==> src/rtl/regbank_pkg.sv <==
// -----------------------------------------------------------------------------
// regbank_pkg
// Shared constants for the RegisterBank write path: bank geometry, requester
// count and the fixed requester index assignment, plus the round-robin index
// type and its modulo-4 successor helper.
// -----------------------------------------------------------------------------
package regbank_pkg;

   localparam int NUM_REGS = 8;
   localparam int REG_W    = 16;
   localparam int SEL_W    = 3;
   localparam int NREQ     = 4;
   localparam int PTR_W    = 2;

   // Requester slots on the arbiter inputs.
   localparam int REQ_ALU = 0;
   localparam int REQ_MEM = 1;
   localparam int REQ_SEQ = 2;
   localparam int REQ_DBG = 3;

   typedef logic [PTR_W-1:0] ReqIdxT;

   // Next requester in round-robin order; the 2-bit index wraps 3 -> 0 naturally.
   function automatic ReqIdxT nextIdx(input ReqIdxT Idx);
      return Idx + ReqIdxT'(1);
   endfunction

endpackage

==> src/rtl/regbank_write_arbiter_rr_pick.sv <==
// -----------------------------------------------------------------------------
// rr_pick
// Combinational first-valid finder. Scans Start, Start+1, ... (mod NREQ) and
// reports the first requester that is valid and not excluded.
//   Valid   in  NREQ   candidate requests
//   Start   in  PTR_W  highest-priority index for this scan
//   Exclude in  NREQ   requesters to skip
//   Found   out 1      a candidate was found
//   Index   out PTR_W  index of that candidate (Start when none found)
// -----------------------------------------------------------------------------
module rr_pick
   import regbank_pkg::*;
(
   input  logic [NREQ-1:0]  Valid,
   input  logic [PTR_W-1:0] Start,
   input  logic [NREQ-1:0]  Exclude,
   output logic             Found,
   output logic [PTR_W-1:0] Index
);

   always_comb begin
      logic [PTR_W-1:0] Idx;
      // NOTE: every output gets a default before the loop so no path leaves it
      // unassigned; otherwise synthesis infers a latch.
      Found = 1'b0;
      Index = Start;
      Idx   = Start;
      // Scan from the farthest offset down to Start so the nearest hit is the
      // last assignment and therefore wins.
      for (int Off = NREQ - 1; Off >= 0; Off--) begin
         Idx = Start + PTR_W'(Off);
         if (Valid[Idx] && !Exclude[Idx]) begin
            Found = 1'b1;
            Index = Idx;
         end
      end
   end

endmodule

==> src/rtl/regbank_write_arbiter.sv <==
// -----------------------------------------------------------------------------
// regbank_write_arbiter
// Shares the RegisterBank's two write ports (Rx, Ry) between four requesters
// (ALU, memory load, micro-sequencer, debug/host) with a round-robin arbiter.
// Up to two writes to different registers are granted per cycle and registered
// onto the bank write ports one cycle after acceptance.
//   ClockInput         in   system clock (rising edge)
//   ResetN             in   asynchronous active-low reset
//   ReqValid/Sel/Data  in   per-requester write request, packed k-major
//   ReqReady           out  combinational grant (transfer on Valid & Ready)
//   Hold               in   control-unit freeze, blocks all grants
//   RxSel/WriteData_Rx/WriteRx, RySel/WriteData_Ry/WriteRy  out  bank write ports
//   PendingMask        out  registers being written by the current port values
// -----------------------------------------------------------------------------
module regbank_write_arbiter #(
   parameter int NREQ = regbank_pkg::NREQ,
   parameter int DW   = regbank_pkg::REG_W,
   parameter int SW   = regbank_pkg::SEL_W
) (
   input  logic             ClockInput,
   input  logic             ResetN,
   input  logic [NREQ-1:0]    ReqValid,
   input  logic [NREQ*SW-1:0] ReqSel,
   input  logic [NREQ*DW-1:0] ReqData,
   output logic [NREQ-1:0]    ReqReady,
   input  logic             Hold,
   output logic [SW-1:0]    RxSel,
   output logic [DW-1:0]    WriteData_Rx,
   output logic             WriteRx,
   output logic [SW-1:0]    RySel,
   output logic [DW-1:0]    WriteData_Ry,
   output logic             WriteRy,
   output logic [7:0]       PendingMask
);

   import regbank_pkg::*;

   ReqIdxT          RrPtr;
   logic [SW-1:0]   SelOf  [NREQ];
   logic [DW-1:0]   DataOf [NREQ];
   logic [NREQ-1:0] ActiveValid;
   logic [NREQ-1:0] SameSel;
   logic            RxFound, RyFound;
   ReqIdxT          RxIdx, RyIdx;

   for (genvar k = 0; k < NREQ; k++) begin : g_unpack
      assign SelOf[k]  = ReqSel[k*SW +: SW];
      assign DataOf[k] = ReqData[k*DW +: DW];
      // Includes the Rx winner itself, so the Ry scan can never pick it again.
      assign SameSel[k] = (SelOf[k] == SelOf[RxIdx]);
   end

   assign ActiveValid = ReqValid & {NREQ{~Hold}};

   rr_pick u_rx_pick (
      .Valid   (ActiveValid),
      .Start   (RrPtr),
      .Exclude ({NREQ{1'b0}}),
      .Found   (RxFound),
      .Index   (RxIdx)
   );

   rr_pick u_ry_pick (
      .Valid   (ActiveValid & {NREQ{RxFound}}),
      .Start   (nextIdx(RxIdx)),
      .Exclude (SameSel),
      .Found   (RyFound),
      .Index   (RyIdx)
   );

   // Grants are forced low while reset is asserted so no requester sees a
   // transfer that the cleared output registers would then drop.
   always_comb begin
      ReqReady = '0;
      for (int k = 0; k < NREQ; k++) begin
         ReqReady[k] = ResetN &&
                       ((RxFound && RxIdx == PTR_W'(k)) ||
                        (RyFound && RyIdx == PTR_W'(k)));
      end
   end

   // NOTE: sequential state uses non-blocking assignments so every register
   // samples the pre-edge values regardless of statement order.
   always_ff @(posedge ClockInput or negedge ResetN) begin
      if (!ResetN) begin
         RrPtr        <= '0;
         WriteRx      <= 1'b0;
         WriteRy      <= 1'b0;
         RxSel        <= '0;
         RySel        <= '0;
         WriteData_Rx <= '0;
         WriteData_Ry <= '0;
      end else begin
         WriteRx <= RxFound;
         WriteRy <= RyFound;
         if (RxFound) begin
            RxSel        <= SelOf[RxIdx];
            WriteData_Rx <= DataOf[RxIdx];
            // Priority restarts just after the last requester served.
            RrPtr        <= RyFound ? nextIdx(RyIdx) : nextIdx(RxIdx);
         end
         if (RyFound) begin
            RySel        <= SelOf[RyIdx];
            WriteData_Ry <= DataOf[RyIdx];
         end
      end
   end

   // Rx and Ry never carry the same Sel, so at most one term per bit is set.
   always_comb begin
      PendingMask = '0;
      for (int i = 0; i < NUM_REGS; i++) begin
         PendingMask[i] = (WriteRx && RxSel == SW'(i)) ||
                          (WriteRy && RySel == SW'(i));
      end
   end

endmodule

==> config.mk <==
export PLATFORM = sky130hd
export DESIGN_NAME = regbank_write_arbiter
export DESIGN_NICKNAME = d
export VERILOG_FILES = /design/src/rtl/regbank_pkg.sv /design/src/rtl/regbank_write_arbiter_rr_pick.sv /design/src/rtl/regbank_write_arbiter.sv
export SDC_FILE = /design/constraint.sdc
export NUM_CORES = 1
export LEC_CHECK = 0
export CORE_ASPECT_RATIO = 0.9
export CORE_MARGIN = 3
export CORE_UTILIZATION = 51
export DETAILED_ROUTE_END_ITERATION = 6
export PLACE_DENSITY = 0.84
export SYNTH_ARGS = -nofsm -noshare
export SYNTH_HDL_FRONTEND = slang
export SYNTH_SLANG_ARGS = --single-unit
==> constraint.sdc <==
create_clock -name ClockInput -period 22 [get_ports ClockInput]
set_clock_uncertainty 0.1 [all_clocks]
set_input_delay 6.6 -clock ClockInput [delete_from_list [all_inputs] [get_ports ClockInput]]
set_output_delay 6.6 -clock ClockInput [all_outputs]
set_load 0.02 [all_outputs]
Word level (Yosys, flattened, before mapping)
Cells that the tools add are included.

storage, ports and cells
  register bits after elaboration = 42

operators by class
  reduce and logical (&&, ||, !) cells = 60
  add/sub/neg operators = 8
  $lt $le $gt $ge = 10
  mux-type cells = 61
  eq/ne operators = 24
  bitwise logic cells = 5

operator list
  operator                                                                number
  16-bit binary-select mux with 2-bit select                              2
  16-bit two-way mux                                                      4
  1-bit logical AND                                                       36
  1-bit binary-select mux with 2-bit select                               16
  3-bit equality test (second input constant)                             8
  2-bit by 3-bit < comparator with 1-bit output (second input constant)   8
  1-bit two-way mux                                                       24
  2-bit two-way mux                                                       9
  3-bit binary-select mux with 2-bit select                               2
  3-bit by 2-bit equality test with 1-bit output (second input constant)  4
  3-bit equality test                                                     4
  1-bit logical OR                                                        12
  3-bit two-way mux                                                       4
  2-bit by 1-bit adder with 2-bit output (second input constant)          4
  2-bit adder (second input constant)                                     4
  4-bit bitwise AND                                                       2
  2-bit equality test (second input constant)                             4
  1-bit logical NOT                                                       8
  3-bit by 1-bit equality test with 1-bit output (second input constant)  2
  3-bit >= comparator (second input constant)                             2
  3-bit logical NOT                                                       2
  2-bit inverter with 3-bit output                                        2
  2-bit by 1-bit equality test with 1-bit output (second input constant)  2
  2-bit logical NOT                                                       2
  1-bit inverter                                                          1

Depth between registers and ports, before layout
  word-level depth = 26
  depth in mapped cells = 16
  gate-level depth less buffers = 12

Cells and area by module
From an unflattened synthesis, not the netlist that was laid out.

unflattened totals
  cell total of the unflattened synthesis = 272
  area total of the unflattened synthesis = 3,428.3 um^2

modules (own cells, without submodules)
  module                 sequential area each (um^2)  cells an instance  area each (um^2)  times used
  regbank_write_arbiter  1,051.0                      230                3,155.5           1
  rr_pick                0.0                          21                 136.4             2

Worst setup path after synthesis
OpenSTA, ideal clock, no wires.

  path type = input to output
  from = input port ReqValid[2]
  to = output port ReqReady[3]
  setup slack = 5,300 ps
  arrival time = 10,000 ps
  stages on the path = 16
  data required time = 15,300 ps
  path through = buf_2 > mux2_2 > a211oi_4 > o221a_4 > buf_4 > clkbuf_1 > clkbuf_1 > ha_1 > clkbuf_1 > a2111o_1 > a32oi_2 > and2_4 > buf_6 > buf_6 > o21ai_1 > and2_1

on the way
  longest elaborated chain between the ends = 25
  elaborated cells on any way between the ends = 72
  those cells by class = add/sub (4); eq/ne (6); mux (43); bitwise (3); reduce/logical (16)

ends and longest elaborated chain
  what                                                    RTL line                             RTL
  start: declaration                                      regbank_write_arbiter.sv:22          input logic [NREQ-1:0] ReqValid,
  4-bit bitwise AND *                                     regbank_write_arbiter.sv:53          assign ActiveValid = ReqValid & {NREQ{~Hold}};
  1-bit binary-select mux with 2-bit select               regbank_write_arbiter_rr_pick.sv:32  if (Valid[Idx] && !Exclude[Idx]) begin
  1-bit two-way mux (implied by the code)                 regbank_write_arbiter_rr_pick.sv:32
  1-bit logical AND                                       regbank_write_arbiter_rr_pick.sv:32
  2-bit two-way mux (4 in series)                         regbank_write_arbiter_rr_pick.sv:32
  2-bit inverter with 3-bit output (implied by the code)  regbank_write_arbiter.sv:50          assign SameSel[k] = (SelOf[k] == SelOf[RxIdx]);
  3-bit binary-select mux with 2-bit select               regbank_write_arbiter.sv:50
  3-bit two-way mux (implied by the code) (2 in series)   regbank_write_arbiter.sv:50
  [... 2 more ...]                                        --
  1-bit two-way mux (implied by the code)                 regbank_write_arbiter_rr_pick.sv:32
  1-bit logical NOT                                       regbank_write_arbiter_rr_pick.sv:32
  1-bit logical AND                                       regbank_write_arbiter_rr_pick.sv:32
  2-bit two-way mux (4 in series)                         regbank_write_arbiter_rr_pick.sv:32
  2-bit equality test                                     regbank_write_arbiter.sv:78          (RyFound && RyIdx == PTR_W'(k)));
  1-bit logical AND                                       regbank_write_arbiter.sv:78
  1-bit logical OR *                                      regbank_write_arbiter.sv:77          ((RxFound && RxIdx == PTR_W'(k)) ||
  1-bit logical AND *                                     regbank_write_arbiter.sv:76          ReqReady[k] = ResetN &&
  end: declaration                                        regbank_write_arbiter.sv:25          output logic [NREQ-1:0] ReqReady,

Mark *: on every way between the ends. The rest lies on a longest branch, timed or not. The select of a mux whose other input is x is not followed.

Worst setup path in the final report
  from = input port Hold
  to = output port ReqReady[3]

on the way
  longest elaborated chain between the ends = 26
  elaborated cells on any way between the ends = 73
  those cells by class = add/sub (4); eq/ne (6); mux (43); bitwise (4); reduce/logical (16)

ends and longest elaborated chain
  what                                                    RTL line                             RTL
  start: declaration                                      regbank_write_arbiter.sv:26          input logic Hold,
  1-bit inverter *                                        regbank_write_arbiter.sv:53
  4-bit bitwise AND *                                     regbank_write_arbiter.sv:53
  1-bit binary-select mux with 2-bit select               regbank_write_arbiter_rr_pick.sv:32
  1-bit two-way mux (implied by the code)                 regbank_write_arbiter_rr_pick.sv:32
  1-bit logical AND                                       regbank_write_arbiter_rr_pick.sv:32
  2-bit two-way mux (4 in series)                         regbank_write_arbiter_rr_pick.sv:32
  2-bit inverter with 3-bit output (implied by the code)  regbank_write_arbiter.sv:50
  3-bit binary-select mux with 2-bit select               regbank_write_arbiter.sv:50
  [... 4 more ...]                                        --
  1-bit two-way mux (implied by the code)                 regbank_write_arbiter_rr_pick.sv:32
  1-bit logical NOT                                       regbank_write_arbiter_rr_pick.sv:32
  1-bit logical AND                                       regbank_write_arbiter_rr_pick.sv:32
  2-bit two-way mux (4 in series)                         regbank_write_arbiter_rr_pick.sv:32
  2-bit equality test                                     regbank_write_arbiter.sv:78
  1-bit logical AND                                       regbank_write_arbiter.sv:78
  1-bit logical OR *                                      regbank_write_arbiter.sv:77
  1-bit logical AND *                                     regbank_write_arbiter.sv:76

Marked as above.

==> results by stage <==
Status:
- The run finished with clean final reports.

Power and ir drop:
- The worst-case IR drop observed on VDD is 0.0001015 V.
- The power consumption is 0.0007897 W.
- In this run the power density over the cells is 143.2 mW/mm2.
- In this run the static leakage power is 2.209 nW.

Cells and area:
- Fill cells in the final layout number 618.
- From synthesis to final layout, the design area changed by 32.09%.
- In the layout the commonest cells are sky130_fd_sc_hd__clkdlybuf4s50_1, sky130_fd_sc_hd__nand2_1, sky130_fd_sc_hd__o21ai_0.
- Of the cells placed in the final design, the portion with a size suffix greater than 1 is 0.08255.
- At the end of the flow, the number of nets in the layout was 728.
- The final non-filler cell total is 738.
- The library cell used most frequently in the layout, excluding fill and tap cells, is sky130_fd_sc_hd__clkdlybuf4s50_1.
- The count of antenna diodes in the layout is 0.

Placed design:
- The number of buffers inserted by port buffering is 134.
- The HPWL after detailed placement is 10.27 mm.
- At the end of routability-driven placement, the weighted congestion stood at 0.9378.
- Counting tap cells, the placed design contains a total of 730 instances.
- The pre-CTS worst setup slack is 2.601 ns.

Setup path:
- The beginning of the worst register-to-register path is RrPtr[0].
- The critical path's top delay family is compound AO/OA/AOI/OAI gates.
- The cell with the biggest individual delay on the critical path is sky130_fd_sc_hd__inv_1.
- Walking the worst path, the cells encountered are clkdlybuf4s50_1 -> o21ba_1 -> o21a_1 -> o22ai_4 -> nand2_1 -> inv_1 -> a41oi_1 -> a41o_1 -> a2111o_1 -> a32oi_2 -> and2_4 -> o21ai_1 -> and2_1 -> clkdlybuf4s50_1.
- By instance count, the cell type seen most on the critical path is sky130_fd_sc_hd__clkdlybuf4s50_1.
- The critical path class is in -> out.
- The critical path launch point is Hold.
- The count of buffering cells on the critical path with inverters included is 3.
- STA puts the critical path data required time at 15.30 ns.
- The worst setup path is captured at a primary output.
- The maximum fanout along the worst path is 38.
- STA classifies the critical path startpoint as an input pin.
- On the worst path, the slowest cell contributes a delay of 0.92 ns.
- Data on the critical path arrives at its endpoint at 12.80 ns.

GRT:
- The global-route track usage on met2 is 0.4978.
- In the global route stage, met1 resource usage came out at 0.4007.
- Across every metal layer, demand over resource in global routing totals 0.3004.
- The first-pass GRT wire length is 22.80 mm.
- The met3 track demand over resource is 0.04259.
- The maximum number of pins on one net before global-route repair is 61.
- The global-route congestion overflow total is 0.
- The number of global-route vias before repair is 4,502.
- In this run the most used layer during global routing was met2.
- The initial antenna violation count is 0.

Timing:
- The transition at the pin with the smallest max-transition slack is 1.126 ns.
- In the post-route analysis, the smallest setup slack over all paths is 2.504 ns.
- Headroom to the max-slew limit came out at 0.2488.
- Derived from the worst setup path, the maximum achievable clock frequency is 51.29 MHz.
- The worst hold slack after final layout is 0.3864 ns.
- In the finished design, the share of the clock period the worst path needs comes to 0.8862.
- Summed over all failing endpoints, the final setup total negative slack is 0 ns.
- Setup violations remaining at the end of the flow were counted as 0.
- The count of final hold-check violations is 0.
- Setup repair after global routing left no endpoint under its margin.
- The number of slew-limit violations in the final report is 0.
- The minimum period implied by the final worst setup slack is 19.50 ns.

Yosys:
- The post-synthesis instance total is 547.
- The fraction of registers with async set or reset after synthesis is 1.000.
- The number of synthesized flops with an enable pin is 0.
- The net count after synthesis is 634.
- The post-synthesis register bit count is 42.
- Summing every instance area after synthesis gives 0.004175 mm2.
- The share of the yosys chip area belonging to registers is 0.2517.
- After synthesis, the netlist uses 70 different library cells.
- The most used flip-flop cell after synthesis is sky130_fd_sc_hd__dfrtp_1.
- A synthesized cell averages 7.633 um2.
- The number of warnings issued by yosys is 0.

Detailed routing:
- The number of violations reported at the end of detailed-routing iteration 0 is 387.
- For this run, the detailed router's first-pass iteration total came to 5.
- The remaining routing DRC violations is 0.
- Dividing the detail-routed wire length by the instance count gives 19.45 um.
- Wires add up to 14.36 mm.
- The via total after detailed routing is 4,718.
- The count of nets left with antenna violations once routing finished came out at 0.
- The via count normalized by instance count is 6.393.

Worst hold path:
- The origin of the worst min-delay path is WriteData_Rx[6].
- The tightest min-delay check is of the reg -> reg type.

Clock tree:
- The number of levels the H-tree was split into is 2.
- TritonCTS built the clock tree.
- After clock tree synthesis, the setup repair step added 0 buffers.
- Clock tree synthesis selected as its root buffer the cell sky130_fd_sc_hd__clkbuf_8.
- Clock-pin slew was measured on the worst setup and hold paths at 0.09 ns.
- At the later pin of the worst-skew pair, clock insertion delay measures 0.29 ns.
- The count of instances resized after the clock tree is built is 0.
- The count of hold buffers inserted by post-cts repair is 0.
- The number of buffers added by the clock tree synthesis step is 5.
- The tree built by TritonCTS fans out to 42 sinks.
- The longest clock path from root to sink contains 2 buffers.

Floorplanning:
- The number of primary I/O pins is 135.
- The initial utilization of the core area, before any placement, comes to 0.5400.
- After floorplanning, the core was sized to cover 0.007732 mm2.
- The floorplan step set the die height to 91.84 um.
- After floorplanning, the core was divided into 30 placement rows.
- The die covers 0.009310 mm2.
- The overall die width is 101.4 um.

Job:
- Across the run, the number of max-cap violations was 0.
==> synthesized netlist by cell type (2+ instances only) <==
library cell / instances / area share
sky130_fd_sc_hd__inv_2: 3 / 0.0027
sky130_fd_sc_hd__a31oi_1: 3 / 0.0045
sky130_fd_sc_hd__nand2b_1: 9 / 0.013
sky130_fd_sc_hd__a21boi_0: 7 / 0.013
sky130_fd_sc_hd__clkbuf_1: 31 / 0.028
sky130_fd_sc_hd__nor3_1: 5 / 0.0060
sky130_fd_sc_hd__mux2_1: 16 / 0.043
sky130_fd_sc_hd__dfrtp_1: 42 / 0.25
sky130_fd_sc_hd__buf_6: 3 / 0.0081
sky130_fd_sc_hd__a2111oi_2: 2 / 0.0072
sky130_fd_sc_hd__mux2_2: 4 / 0.011
sky130_fd_sc_hd__o221a_1: 2 / 0.0054
sky130_fd_sc_hd__o221a_2: 18 / 0.049
sky130_fd_sc_hd__a21o_1: 3 / 0.0054
sky130_fd_sc_hd__o22ai_1: 7 / 0.010
sky130_fd_sc_hd__a41o_1: 2 / 0.0048
sky130_fd_sc_hd__buf_4: 7 / 0.013
sky130_fd_sc_hd__a211o_1: 21 / 0.044
sky130_fd_sc_hd__or2_2: 2 / 0.0030
sky130_fd_sc_hd__inv_1: 19 / 0.017
sky130_fd_sc_hd__a21oi_1: 17 / 0.020
sky130_fd_sc_hd__nor2b_1: 6 / 0.0090
sky130_fd_sc_hd__nor4_1: 6 / 0.0090
sky130_fd_sc_hd__mux2i_1: 2 / 0.0048
sky130_fd_sc_hd__o32ai_1: 3 / 0.0063
sky130_fd_sc_hd__o21ai_1: 9 / 0.011
sky130_fd_sc_hd__a211oi_1: 4 / 0.0072
sky130_fd_sc_hd__o32a_1: 2 / 0.0048
sky130_fd_sc_hd__xor2_1: 10 / 0.021
sky130_fd_sc_hd__o21a_1: 2 / 0.0036
sky130_fd_sc_hd__a32oi_1: 2 / 0.0042
sky130_fd_sc_hd__a41oi_1: 2 / 0.0042
sky130_fd_sc_hd__o221ai_1: 8 / 0.017
sky130_fd_sc_hd__ha_1: 4 / 0.012
sky130_fd_sc_hd__xnor2_1: 2 / 0.0042
sky130_fd_sc_hd__nor2_1: 13 / 0.012
sky130_fd_sc_hd__nand2_1: 114 / 0.10
sky130_fd_sc_hd__and2_1: 7 / 0.010
sky130_fd_sc_hd__a31o_2: 2 / 0.0042
sky130_fd_sc_hd__o21ai_0: 48 / 0.058
sky130_fd_sc_hd__nand3_1: 36 / 0.043
sky130_fd_sc_hd__o211ai_1: 6 / 0.011
sky130_fd_sc_hd__buf_2: 7 / 0.0084
sky130_fd_sc_hd__a22oi_2: 2 / 0.0060
sky130_fd_sc_hd__or3_1: 2 / 0.0030
==> per-stage QoR <==
step / area [um2] / utilization
3_3_place_gp: 5405 / 0.6990
2_1_floorplan: 4175 / -
6_report: 5515 / 0.7133
3_5_place_dp: 5405 / 0.6990
5_1_grt: 5515 / 0.7133
4_1_cts: 5515 / 0.7133
==> worst paths after layout <==
check                                         to  slack [ns]  cells past startpoint
worst max-delay path                 ReqReady[3]        2.50                     14
worst min-delay path             WriteData_Rx[6]        0.39                      2
worst max register to register   WriteData_Ry[5]       16.15                     12
worst min register to register   WriteData_Rx[6]        0.39                      2
max in group asynchronous               RrPtr[0]       15.10                      2
min in group asynchronous       WriteData_Rx[14]        6.26                      2
==> state kept, by name, summed over array words and instances (netlist names) <==
register,cells
WriteRx,1
RxSel,3
RySel,3
WriteRy,1
RrPtr,2
WriteData_Ry,16
WriteData_Rx,16
==> cell type report <==
type                    instances  area, um2  share of cell area
flip-flops and latches         42       1051              0.1906
inverters                      22      82.58             0.01497
repair buffers                136       1351              0.2450
multi-input cells             434       2800              0.5077
clock buffers                   6      72.57             0.01316
clock inverters                 2      37.54            0.006806
well taps                      96      120.1             0.02178
==> power breakdown <==
group	switching, W	total (W)	leakage, nW	internal (W)
sequential	0.0000326	0.000149	0.487	0.000117
combinational	0.000335	0.000577	1.67	0.000242
clock	0.0000292	0.0000632	0.0514	0.0000339
total	0.000397	0.000790	2.21	0.000393
==> worst reg2reg max path, delay by kind of cell (launching register included) <==
kind | cells | cell delay (ns)
simple gates | 2 | 0.94
compound gates | 8 | 2.79
mux | 1 | 0.39
flops | 1 | 0.58
buf+inv | 1 | 0.93
==> cell families after synthesis <==
group	after synthesis	synth area share
AOI/OAI and AO/OA	188	0.3464
xor gates and xnor gates	12	0.02517
adders and majority gates	4	0.01199
buffers and inverters	71	0.07761
DFF	42	0.2517
muxes	22	0.05873
and+or+nand+nor	208	0.2284
==> layer usage <==
layer  up-vias  routed length [um]
met3        20                1152
met1      2232                5940
met5         -                   0
met4         0                 280
met2       268                6982
li1       2198                   -
Note: power is estimated with default switching activity, not from simulation.
